===== src/rtl/uart_block_tx.sv =====
// uart_block_tx: sends a latched BLOCK_BYTES-wide block as back-to-back UART frames, most significant byte first.
// Defining UART_BLOCK_TX_PARITY_EN inserts an even-parity bit before each stop bit.
module uart_block_tx #(
   parameter int CLK_HZ      = 100000000,
   parameter int BAUD        = 9600,
   parameter int BLOCK_BYTES = 16
) (
   input  logic                               clk_100MHz,
   input  logic                               reset,
   input  logic                               start,
   input  logic [8*BLOCK_BYTES-1:0]           block_in,
   output logic                               ready,
   output logic                               busy,
   output logic                               done,
   output logic [$clog2(BLOCK_BYTES+1)-1:0]   byte_idx,
   output logic                               tx
);
   localparam int CPB = CLK_HZ / BAUD;
   localparam int CW  = $clog2(CPB);
   localparam int IW  = $clog2(BLOCK_BYTES + 1);
   localparam int BW  = 8 * BLOCK_BYTES;
   localparam logic [CW-1:0] CNT_LAST = CW'(CPB - 1);
   localparam logic [IW-1:0] IDX_LAST = IW'(BLOCK_BYTES - 1);

`ifdef UART_BLOCK_TX_PARITY_EN
   typedef enum logic [2:0] {IDLE, START, DATA, PARITY, STOP, DONE} state_t;
`else
   typedef enum logic [2:0] {IDLE, START, DATA, STOP, DONE} state_t;
`endif

   state_t          state_q, state_d;
   logic [CW-1:0]   cnt_q, cnt_d;
   logic [2:0]      bit_q, bit_d;
   logic [7:0]      shift_q, shift_d;
   logic [BW-1:0]   block_q, block_d;
   logic [IW-1:0]   idx_q, idx_d;
   logic            tx_q, tx_d;
`ifdef UART_BLOCK_TX_PARITY_EN
   logic            par_q, par_d;
`endif
   logic            bit_end, last_byte, accept, next_byte, load;
   logic [BW-1:0]   src;

   assign bit_end   = cnt_q == CNT_LAST;
   assign last_byte = idx_q >= IDX_LAST;

   always_ff @(posedge clk_100MHz or posedge reset)
      if (reset) begin
         state_q <= IDLE;
         cnt_q   <= '0;
         bit_q   <= '0;
         shift_q <= '0;
         block_q <= '0;
         idx_q   <= '0;
         tx_q    <= 1'b1;
`ifdef UART_BLOCK_TX_PARITY_EN
         par_q   <= 1'b0;
`endif
      end else begin
         state_q <= state_d;
         cnt_q   <= cnt_d;
         bit_q   <= bit_d;
         shift_q <= shift_d;
         block_q <= block_d;
         idx_q   <= idx_d;
         tx_q    <= tx_d;
`ifdef UART_BLOCK_TX_PARITY_EN
         par_q   <= par_d;
`endif
      end

   always_comb begin
      state_d = state_q;
      case (state_q)
         IDLE:    state_d = start ? START : IDLE;
         START:   state_d = bit_end ? DATA : START;
`ifdef UART_BLOCK_TX_PARITY_EN
         DATA:    state_d = (bit_end && bit_q == 3'd7) ? PARITY : DATA;
         PARITY:  state_d = bit_end ? STOP : PARITY;
`else
         DATA:    state_d = (bit_end && bit_q == 3'd7) ? STOP : DATA;
`endif
         STOP:    state_d = bit_end ? (last_byte ? DONE : START) : STOP;
         DONE:    state_d = IDLE;
         default: state_d = IDLE;
      endcase
   end

   // The block register shifts left a byte per load so the next byte is always on top.
   always_comb begin
      ready     = state_q == IDLE;
      busy      = ~ready;
      done      = state_q == DONE;
      byte_idx  = idx_q;
      tx        = tx_q;
      accept    = ready && start;
      next_byte = state_q == STOP && bit_end && !last_byte;
      load      = accept || next_byte;
      src       = accept ? block_in : block_q;
      cnt_d     = (ready || done || bit_end) ? '0 : cnt_q + 1'b1;
      bit_d     = state_q == START ? 3'd0 : (state_q == DATA && bit_end) ? bit_q + 3'd1 : bit_q;
      shift_d   = load ? src[BW-1 -: 8] : (state_q == DATA && bit_end) ? shift_q >> 1 : shift_q;
      block_d   = load ? src << 8 : block_q;
      idx_d     = next_byte ? idx_q + 1'b1 : done ? '0 : idx_q;
`ifdef UART_BLOCK_TX_PARITY_EN
      par_d     = load ? ^src[BW-1 -: 8] : par_q;
      tx_d      = state_d == START ? 1'b0 : state_d == DATA ? shift_d[0] : state_d == PARITY ? par_q : 1'b1;
`else
      tx_d      = state_d == START ? 1'b0 : state_d == DATA ? shift_d[0] : 1'b1;
`endif
   end
endmodule

===== config.mk =====
export PLATFORM = sky130hd
export DESIGN_NAME = uart_block_tx
export DESIGN_NICKNAME = d
export VERILOG_FILES = /design/src/rtl/uart_block_tx.sv
export SDC_FILE = /design/constraint.sdc
export NUM_CORES = 1
export LEC_CHECK = 0
export CORE_MARGIN = 2
export CORE_UTILIZATION = 40
export DETAILED_ROUTE_END_ITERATION = 10
export GPL_TIMING_DRIVEN = 0
export PLACE_DENSITY = 0.72
export SKIP_CTS_REPAIR_TIMING = 1
export SLEW_MARGIN = 20
export SYNTH_ARGS = -nofsm -noshare
export SYNTH_HDL_FRONTEND = slang
export SYNTH_SLANG_ARGS = --single-unit

===== constraint.sdc =====
create_clock -name clk_100MHz -period 7.5 [get_ports clk_100MHz]
set_clock_uncertainty 0.2 [all_clocks]
set_input_delay 1.5 -clock clk_100MHz [delete_from_list [all_inputs] [get_ports clk_100MHz]]
set_output_delay 1.5 -clock clk_100MHz [all_outputs]
set_load 0.02 [all_outputs]

==> results.txt, run 1 <==
GR peak layer - met2
most common cell after layout, fill and taps aside - nand2_1
top-area cell type share of the netlist area - 54.0%
Post-DRT Antenna Nets - 0
Via Count - 6487
Max Freq - 252 MHz
drt pass-1 iters - 4
#FFs+latches synth - 154
xor/xnor share of the synthesized area - 1.36%
Synth area leaders - dfrtp_1 54%, nand2_1 11%, a21oi_1 6.7%
adder and majority gate portion of the synthesized area - 0.882%
grt ovf - 0
starting density of the core - 41.0%
most frequent cells in the layout - 214 x nand2_1, 153 x dfrtp_1, 139 x clkdlybuf4s50_1
status - finished, final reports clean
Final Wtd Congestion - 0.841
Critical Path End Type - output port
Psw - 0.000372 W
# clock sinks - 154
syn avg cell area - 8.56 sq um
critical path class - reg -> out
Compound-Gate Fraction of Synth Area - 15.7%
Post-synth EDFFs - 0
MaxCap Viol Count - 0
WHS - 0.283 ns
M1 GR Usage - 30.7%
Rel. slew slack - 53.6%
clk root buf - clkbuf_16
H-Tree Level Count - 4
largest family of logic cells by synthesized area - simple AND/OR/NAND/NOR gates
Hold Crit Class - reg -> reg
mux cell area share after synthesis - 0.582%
syn_nets - 965
P&R area growth vs syn - 33.1%
Hold Path Cell Cnt - 2
# DRC - 0
combinational power share - 4.9%
PwrDens - 196 nW/um^2
Cells after Synth - 829
simple-gate share of the synthesized area - 22.9%
hold path startpoint - block_q[16]
Final period util - 52.8%
share of the yosys chip area belonging to registers - 54.3%
Clock power frac - 50.1%
Initial DRC Count - 575
Peak VDD IR - 160 uV
latest clock arrival within the worst-skew pair - 0.43 ns
crit path launch type - register
sequential share of power - 45.0%
flop2flop setup slack - 4.54 ns
ANT cells - 0
hpwl dp - 14100 microns
worst r2r src - byte_idx[0]
largest net degree at the start of global routing - 81
Post-synth ARST share - 100%
RSZ-0062 raised after global routing - no
Post-DP Area - 8800 sq um
synth unique cells - 43
initial antenna violation count - 1
FF-to-FF End - block_q[58]
post-synth top area cell - dfrtp_1
post-synthesis cell area - 7100 sq um
total track usage - 21.5%
Clock Tree Buf Depth - 2
design area - 9440 sq um
Final Hold Viols - 0
vias per cell - 5.29
Final #Nets - 1124
Top FF cell, synth - dfrtp_1
core footprint - 17300 sq um
Hold Path Sink - block_q[24]
non-filler instance count after layout - 1226
PortBufs - 139
crit path time final - 3.96 ns
DIE AREA - 18800 sq um
Inst Count DP - 1194
met2 Resource Use GR - 33.1%
Wirelength per Cell - 16.2 microns
WP data arrival - 2.26 ns
Cell Int Power - 0.00147 W
yosys warns - 0
Die Height - 137 microns
Slew @ Worst Pin - 0.696 ns
TritonCTS clock tree - done
Max FO, Critical Path - 10
vias in the first global route - 6145
TritonCTS Buffers - 17
final WL - 19800 microns
worst r2r path cells - 10
final setup fails - 0
first-pass GRT wire length - 31300 microns
row cnt - 48
Reg clk slew, reported paths - 0.06 ns
layout cell share with drive strength beyond 1 - 5.69%
fin. max-slew vios - 0
die width - 137 microns
total leakage power - 4.12 nW
num ports - 140
worst path required time - 5.80 ns
GR Util met3 - 4.60%
switching share of power - 20.1%
==> logic make-up (layout without fill, tap and decap cells) <==
family / count (synthesis) / after routing
buffers and inverters: 69 / 241
XOR/XNOR: 11 / 11
adder cells (fa/ha/maj): 5 / 5
flip-flops: 154 / 154
AND/OR/NAND/NOR: 391 / 391
AO/OA/AOI/OAI: 195 / 195
multiplexers: 4 / 4
==> sequential cells by signal, summed over array words and instances, names as in the netlist <==
signal / cells
cnt_q: 14
shift_q: 8
state_q: 3
byte_idx: 5
block_q: 120
tx: 1
bit_q: 3
==> worst max-delay path, stage by stage (launching register included) <==
cell and delay (ns):
dfrtp_1 0.37, clkbuf_1 0.23, nor3_1 0.53, clkdlybuf4s50_1 0.71
==> synthesized netlist by cell type (all sizes together) (5+ instances only) <==
cell type,number
buf,19
xor2,7
nand3,17
clkbuf,44
ha,5
nand4,10
a21oi,95
dfrtp,153
o21ai,15
inv,6
nand2,214
a31oi,65
nor2,126
a22oi,7
==> worst max-delay path by stage <==
| stage | start | to | slack [ns] | depth (start not counted) |
|---|---|---|---|---|
| global placement | reset | block_q[58] | -0.53 | 2 |
| detailed placement | start | block_q[124] | 3.67 | 5 |
| floorplan | reset | bit_q[0] | 1.65 | 1 |
| global route | state_q[0] | ready | 3.46 | 3 |
| finish | state_q[0] | ready | 3.54 | 3 |
| CTS | state_q[0] | ready | 3.53 | 3 |
==> layer usage <==
layer	share of wire (%)	wire length, microns
met5	0.066	13
met4	1.4	269
met3	5.5	1100
met2	46	9150
met1	47	9300
==> cell type report <==
type,instances,area [sq um]
timing repair buffer,140,1420
sequential,154,3850
multi-input combinational,606,2940
fill,1593,7860
clock inverter,11,168
tap,225,282
inverter,6,30.0
clock buffer,21,470
buffer,63,280
==> through the flow <==
| stage | power, W | TNS, ns | utilization, % | setup slack [ns] |
|---|---|---|---|---|
| 2_1_floorplan | 0.000859 | 0 | - | 1.65 |
| 3_3_place_gp | 0.000936 | -80.24 | 50.7 | -0.533 |
| 3_5_place_dp | 0.000938 | 0 | 50.9 | 3.67 |
| 4_1_cts | 0.00186 | 0 | 54.6 | 3.53 |
| 5_1_grt | 0.00190 | 0 | 54.6 | 3.46 |
| 6_report | 0.00185 | 0 | 54.6 | 3.54 |
==> power by group through the flow <==
stage / combinational (W) / sequential, W / clock, W
finish: 0.0000911 / 0.000831 / 0.000924
CTS: 0.0000926 / 0.000831 / 0.000935
detailed placement: 0.0000918 / 0.000846 / 0
floorplan: 0.0000125 / 0.000846 / 0
global route: 0.0000977 / 0.000830 / 0.000976
global placement: 0.0000898 / 0.000846 / 0
(Power assumes the default switching activity.)
==> inputs of run 2 (changes only) <==
--- a/config.mk
+++ b/config.mk
@@ -9,7 +9,7 @@
 export CORE_UTILIZATION = 40
 export DETAILED_ROUTE_END_ITERATION = 10
 export GPL_TIMING_DRIVEN = 0
-export PLACE_DENSITY = 0.72
+export PLACE_DENSITY = 0.75
 export SKIP_CTS_REPAIR_TIMING = 1
 export SLEW_MARGIN = 20
 export SYNTH_ARGS = -nofsm -noshare
==> constraint.sdc (replaced) <==
create_clock -name clk_100MHz -period 3.45 [get_ports clk_100MHz]
set_clock_uncertainty 0.2 [all_clocks]
set_input_delay 0.69 -clock clk_100MHz [delete_from_list [all_inputs] [get_ports clk_100MHz]]
set_output_delay 0.69 -clock clk_100MHz [all_outputs]
set_load 0.02 [all_outputs]
==> run 2 against run 1 <==
  * Flip-flop and latch count unchanged
  * Global-route usage increased by 0.49 points
  * Sequential power increased by 120%
  * Die area did not move
  * Utilization rose by 0.51 points
  * Clock power is 120% higher
  * Setup slack worse by 3.2 ns
  * Cell count up 0.24%
  * Total power is 120% higher
  * Combinational power up 130%
  * Routed wire length increased by 1.1%
  * Largest power group unchanged
==> results.txt, run 2 (synthesis results as in run 1) <==
clk root buf - clkbuf_16
largest net degree at the start of global routing - 34
Via Count - 6567
Die Height - 137 microns
initial antenna violation count - 0
Max Freq - 324 MHz
grt ovf - 0
WHS - 0.292 ns
final WL - 20100 microns
setup_tns - 0 ns
Initial DRC Count - 431
P&R area growth vs syn - 34.3%
first-pass GRT wire length - 31900 microns
num ports - 140
Reg clk slew, reported paths - 0.06 ns
MaxCap Viol Count - 0
Clock Tree Buf Depth - 2
total track usage - 22.0%
Wirelength per Cell - 16.3 microns
Hold Crit Class - reg -> reg
Final Wtd Congestion - 0.850
vias in the first global route - 6296
Final Hold Viols - 0
final setup fails - 0
Rel. slew slack - 51.1%
DIE AREA - 18800 sq um
flop2flop setup slack - 0.46 ns
H-Tree Level Count - 4
row cnt - 48
PortBufs - 139
most common cell after layout, fill and taps aside - nand2_1
Post-DP Area - 8880 sq um
total leakage power - 4.15 nW
Post-DRT Antenna Nets - 0
Critical Path End Type - output port
drt pass-1 iters - 5
vias per cell - 5.34
fin. max-slew vios - 0
most frequent cells in the layout - 214 x nand2_1, 153 x dfrtp_1, 139 x clkdlybuf4s50_1
hpwl dp - 14500 microns
top flop regs - block_q: 120 flops, cnt_q: 14 flops, shift_q: 8 flops
Max FO, Critical Path - 10
# clock sinks - 154
max FFs per register - 120
core footprint - 17300 sq um
die width - 137 microns
ANT cells - 0
Inst Count DP - 1198
footprint of the multi-input gates - 2940 sq um
Reg area - 3850 sq um
Filler cells - 1574
RSZ-0062 raised after global routing - no
non-filler instance count after layout - 1229
starting density of the core - 41.0%
Biggest register - block_q
TritonCTS clock tree - done
Slew @ Worst Pin - 0.734 ns
total power - 0.00406 W
crit path time final - 3.09 ns
design area - 9530 sq um
worst path required time - 2.56 ns
Final period util - 89.5%
Final #Nets - 1128
TritonCTS Buffers - 17
crit path launch type - register
latest clock arrival within the worst-skew pair - 0.43 ns
PwrDens - 427 nW/um^2
Peak VDD IR - 330 uV
WP data arrival - 2.20 ns
status - finished, final reports clean
# DRC - 0
critical path class - reg -> out
layout cell share with drive strength beyond 1 - 6.08%
-- run 2: cell count changes in the layout (fill, tap and decap cells not counted), sizes merged --
cell,change
buf,+4
clkbuf,-2
bufinv,+1
clkinv,-1
inv,-1
clkinvlp,+2
-- run 2: worst paths after layout --
check | endpoint | start | cells after the start
min | cnt_q[0] | cnt_q[0] | 1
max in group asynchronous | block_q[37] | reset | 5
min in group asynchronous | cnt_q[13] | reset | 2
max reg2reg | block_q[29] | byte_idx[0] | 10
max | ready | state_q[0] | 3
min reg2reg | cnt_q[0] | cnt_q[0] | 1
-- run 2: where the power goes --
group / switching, W / total (W) / internal (W) / leakage (nW)
Combinational: 0.0000671 / 0.000208 / 0.000141 / 2.31
Sequential: 0 / 0.00181 / 0.00181 / 1.53
Clock: 0.000737 / 0.00205 / 0.00131 / 0.311
Total: 0.000804 / 0.00406 / 0.00326 / 4.15
-- run 2: critical path, stage by stage (launching register included) --
cell and delay [ns]:
dfrtp_1 0.37, clkbuf_1 0.21, nor3_1 0.49, clkdlybuf4s50_1 0.70
-- run 2: metal layers --
layer	track usage, %	routed length [microns]
met1	30.4	9060
met2	34.5	9390
met3	4.34	1260
met4	7.96	335
met5	0	0
-- run 2: layout make-up --
class                           instances  area share, %
Tap cell                              225           2.95
Buffer                                 63           2.94
Sequential cell                       154           40.5
Multi-Input combinational cell        606           30.8
Timing Repair Buffer                  144           15.7
Clock buffer                           19           4.75
Clock inverter                         12           2.06
Inverter                                6          0.276
-- run 2: per-stage QoR --
| step | worst slack (ns) | utilization, % |
|---|---|---|
| floorplan | 0.616 | - |
| global placement | -0.751 | 50.7 |
| detailed placement | 0.366 | 51.3 |
| CTS | 0.339 | 55.1 |
| global route | 0.267 | 55.1 |
| finish | 0.361 | 55.1 |
==> inputs of run 3 (changes only) <==
--- a/config.mk
+++ b/config.mk
@@ -5,7 +5,7 @@
 export SDC_FILE = /design/constraint.sdc
 export NUM_CORES = 1
 export LEC_CHECK = 0
-export CORE_MARGIN = 2
+export CORE_MARGIN = 10
 export CORE_UTILIZATION = 40
 export DETAILED_ROUTE_END_ITERATION = 10
 export GPL_TIMING_DRIVEN = 0
==> run 3 against run 2 <==
  * Sequential power hardly changed
  * Critical path type unchanged
  * Clock power is 12% lower
  * Via count is 0.64% lower
  * First-iteration DRC count is 29% higher
  * Count of clock-buffer cells in the layout is 1 higher
==> results.txt, run 3 (synthesis results as in run 1) <==
footprint of the multi-input gates - 2940 sq um
Max Freq - 321 MHz
Psw - 0.000831 W
setup_tns - 0 ns
design area - 9450 sq um
Final #Nets - 1128
total track usage - 17.9%
Crit-path slowest cell - clkdlybuf4s50_1
status - finished, final reports clean
combinational power share - 5.4%
total power - 0.00381 W
# clock sinks - 154
sequential share of power - 47.3%
DP Worst Slack - 0.445 ns
# DRC - 0
TritonCTS clock tree - done
crit path time final - 3.12 ns
Biggest register - block_q
Wirelength per Cell - 17.1 microns
num ports - 140
max incr delay on CP - 0.71 ns
final WL - 21000 microns
CP Buf/Inv Count - 2
first-pass GRT wire length - 34400 microns
Die Height - 153 microns
vias in the first global route - 6731
PwrDens - 404 nW/um^2
RSZ-0062 raised after global routing - no
Via Count - 6525
core footprint - 17400 sq um
Final Hold Viols - 0
clk root buf - clkbuf_16
Cell Int Power - 0.00298 W
total leakage power - 4.12 nW
top flop regs - block_q: 120 flops, cnt_q: 14 flops, shift_q: 8 flops
ANT cells - 0
drt pass-1 iters - 5
switching share of power - 21.8%
Filler cells - 1559
H-Tree Level Count - 4
DIE AREA - 23500 sq um
most common cell after layout, fill and taps aside - nand2_1
hpwl dp - 15600 microns
layout cell share with drive strength beyond 1 - 6.07%
Post-DP Area - 8880 sq um
grt ovf - 0
Final Wtd Congestion - 0.830
Final period util - 90.4%
MaxCap Viol Count - 0
Initial DRC Count - 555
Peak VDD IR - 346 uV
WP data arrival - 2.23 ns
fin. max-slew vios - 0
critical path class - reg -> out
Rel. slew slack - 48.6%
Slew @ Worst Pin - 0.763 ns
P&R area growth vs syn - 33.2%
Reg area - 3850 sq um
row cnt - 48
initial antenna violation count - 0
crit path launch type - register
Inst Count DP - 1198
Critical Path End Type - output port
Max FO, Critical Path - 10
largest net degree at the start of global routing - 34
latest clock arrival within the worst-skew pair - 0.43 ns
vias per cell - 5.30
TritonCTS Buffers - 17
Reg clk slew, reported paths - 0.06 ns
final setup fails - 0
Clock Tree Buf Depth - 2
max FFs per register - 120
final worst-path setup slack - 0.331 ns
crit-path cells - clkbuf_1 > nor3_1 > clkdlybuf4s50_1
PortBufs - 139
Post-DRT Antenna Nets - 0
CP top delay family - buffers and inverters
starting density of the core - 40.9%
most frequent cells in the layout - 214 x nand2_1, 153 x dfrtp_1, 139 x clkdlybuf4s50_1
worst path required time - 2.56 ns
die width - 153 microns
Clock power frac - 47.3%
non-filler instance count after layout - 1230
Hold Crit Class - reg -> reg
run 3: area by class of cell:
cell class	count	share of cell area, %
flip-flops and latches	154	40.8
multi-input cells	606	31.1
repair buffers	144	15.9
clock buffers	20	4.83
well taps	225	2.98
plain buffers	63	2.97
clock inverters	12	1.22
inverters	6	0.278
run 3: per-layer routing:
layer  share of wire (%)  GRT usage, %  vias to the layer above
li1                    -             -                     3148
met5                   0             0                        -
met4                 1.7          5.86                        0
met1                  45          23.7                     3124
met2                  47          28.1                      226
met3                 6.4          4.43                       27
run 3: worst register-to-register path: stages, from the launching register on:
cell and delay, ns:
dfrtp_1 0.43, ha_1 0.24, and3_1 0.15, ha_1 0.17
nor2_1 0.12, nand3_1 0.24, nor3_4 0.51, buf_2 0.36
buf_2 0.32, o21ai_0 0.15
run 3: final timing paths:
path	startpoint	end	slack (ns)	depth (start not counted)
worst max-delay path	state_q[0]	ready	0.33	3
worst min-delay path	cnt_q[0]	cnt_q[0]	0.28	1
worst max register to register	byte_idx[0]	block_q[8]	0.44	9
worst min register to register	cnt_q[0]	cnt_q[0]	0.28	1
max in group asynchronous	reset	block_q[63]	1.55	5
min in group asynchronous	reset	cnt_q[13]	0.48	2
run 3: power by group through the flow:
stage               Clock [W]  Sequential (W)  Combinational [W]
floorplan                   0         0.00184          0.0000275
global placement            0         0.00184           0.000192
detailed placement          0         0.00184           0.000207
CTS                   0.00182         0.00181           0.000209
global route          0.00191         0.00180           0.000221
finish                0.00180         0.00181           0.000206
run 3: through the flow:
stage	hold slack, ns	utilization [%]
after floorplan	0.248	-
after global placement	0.268	50.5
after detailed placement	0.274	51.2
after CTS	0.282	54.5
after global routing	0.303	54.5
final	0.283	54.5
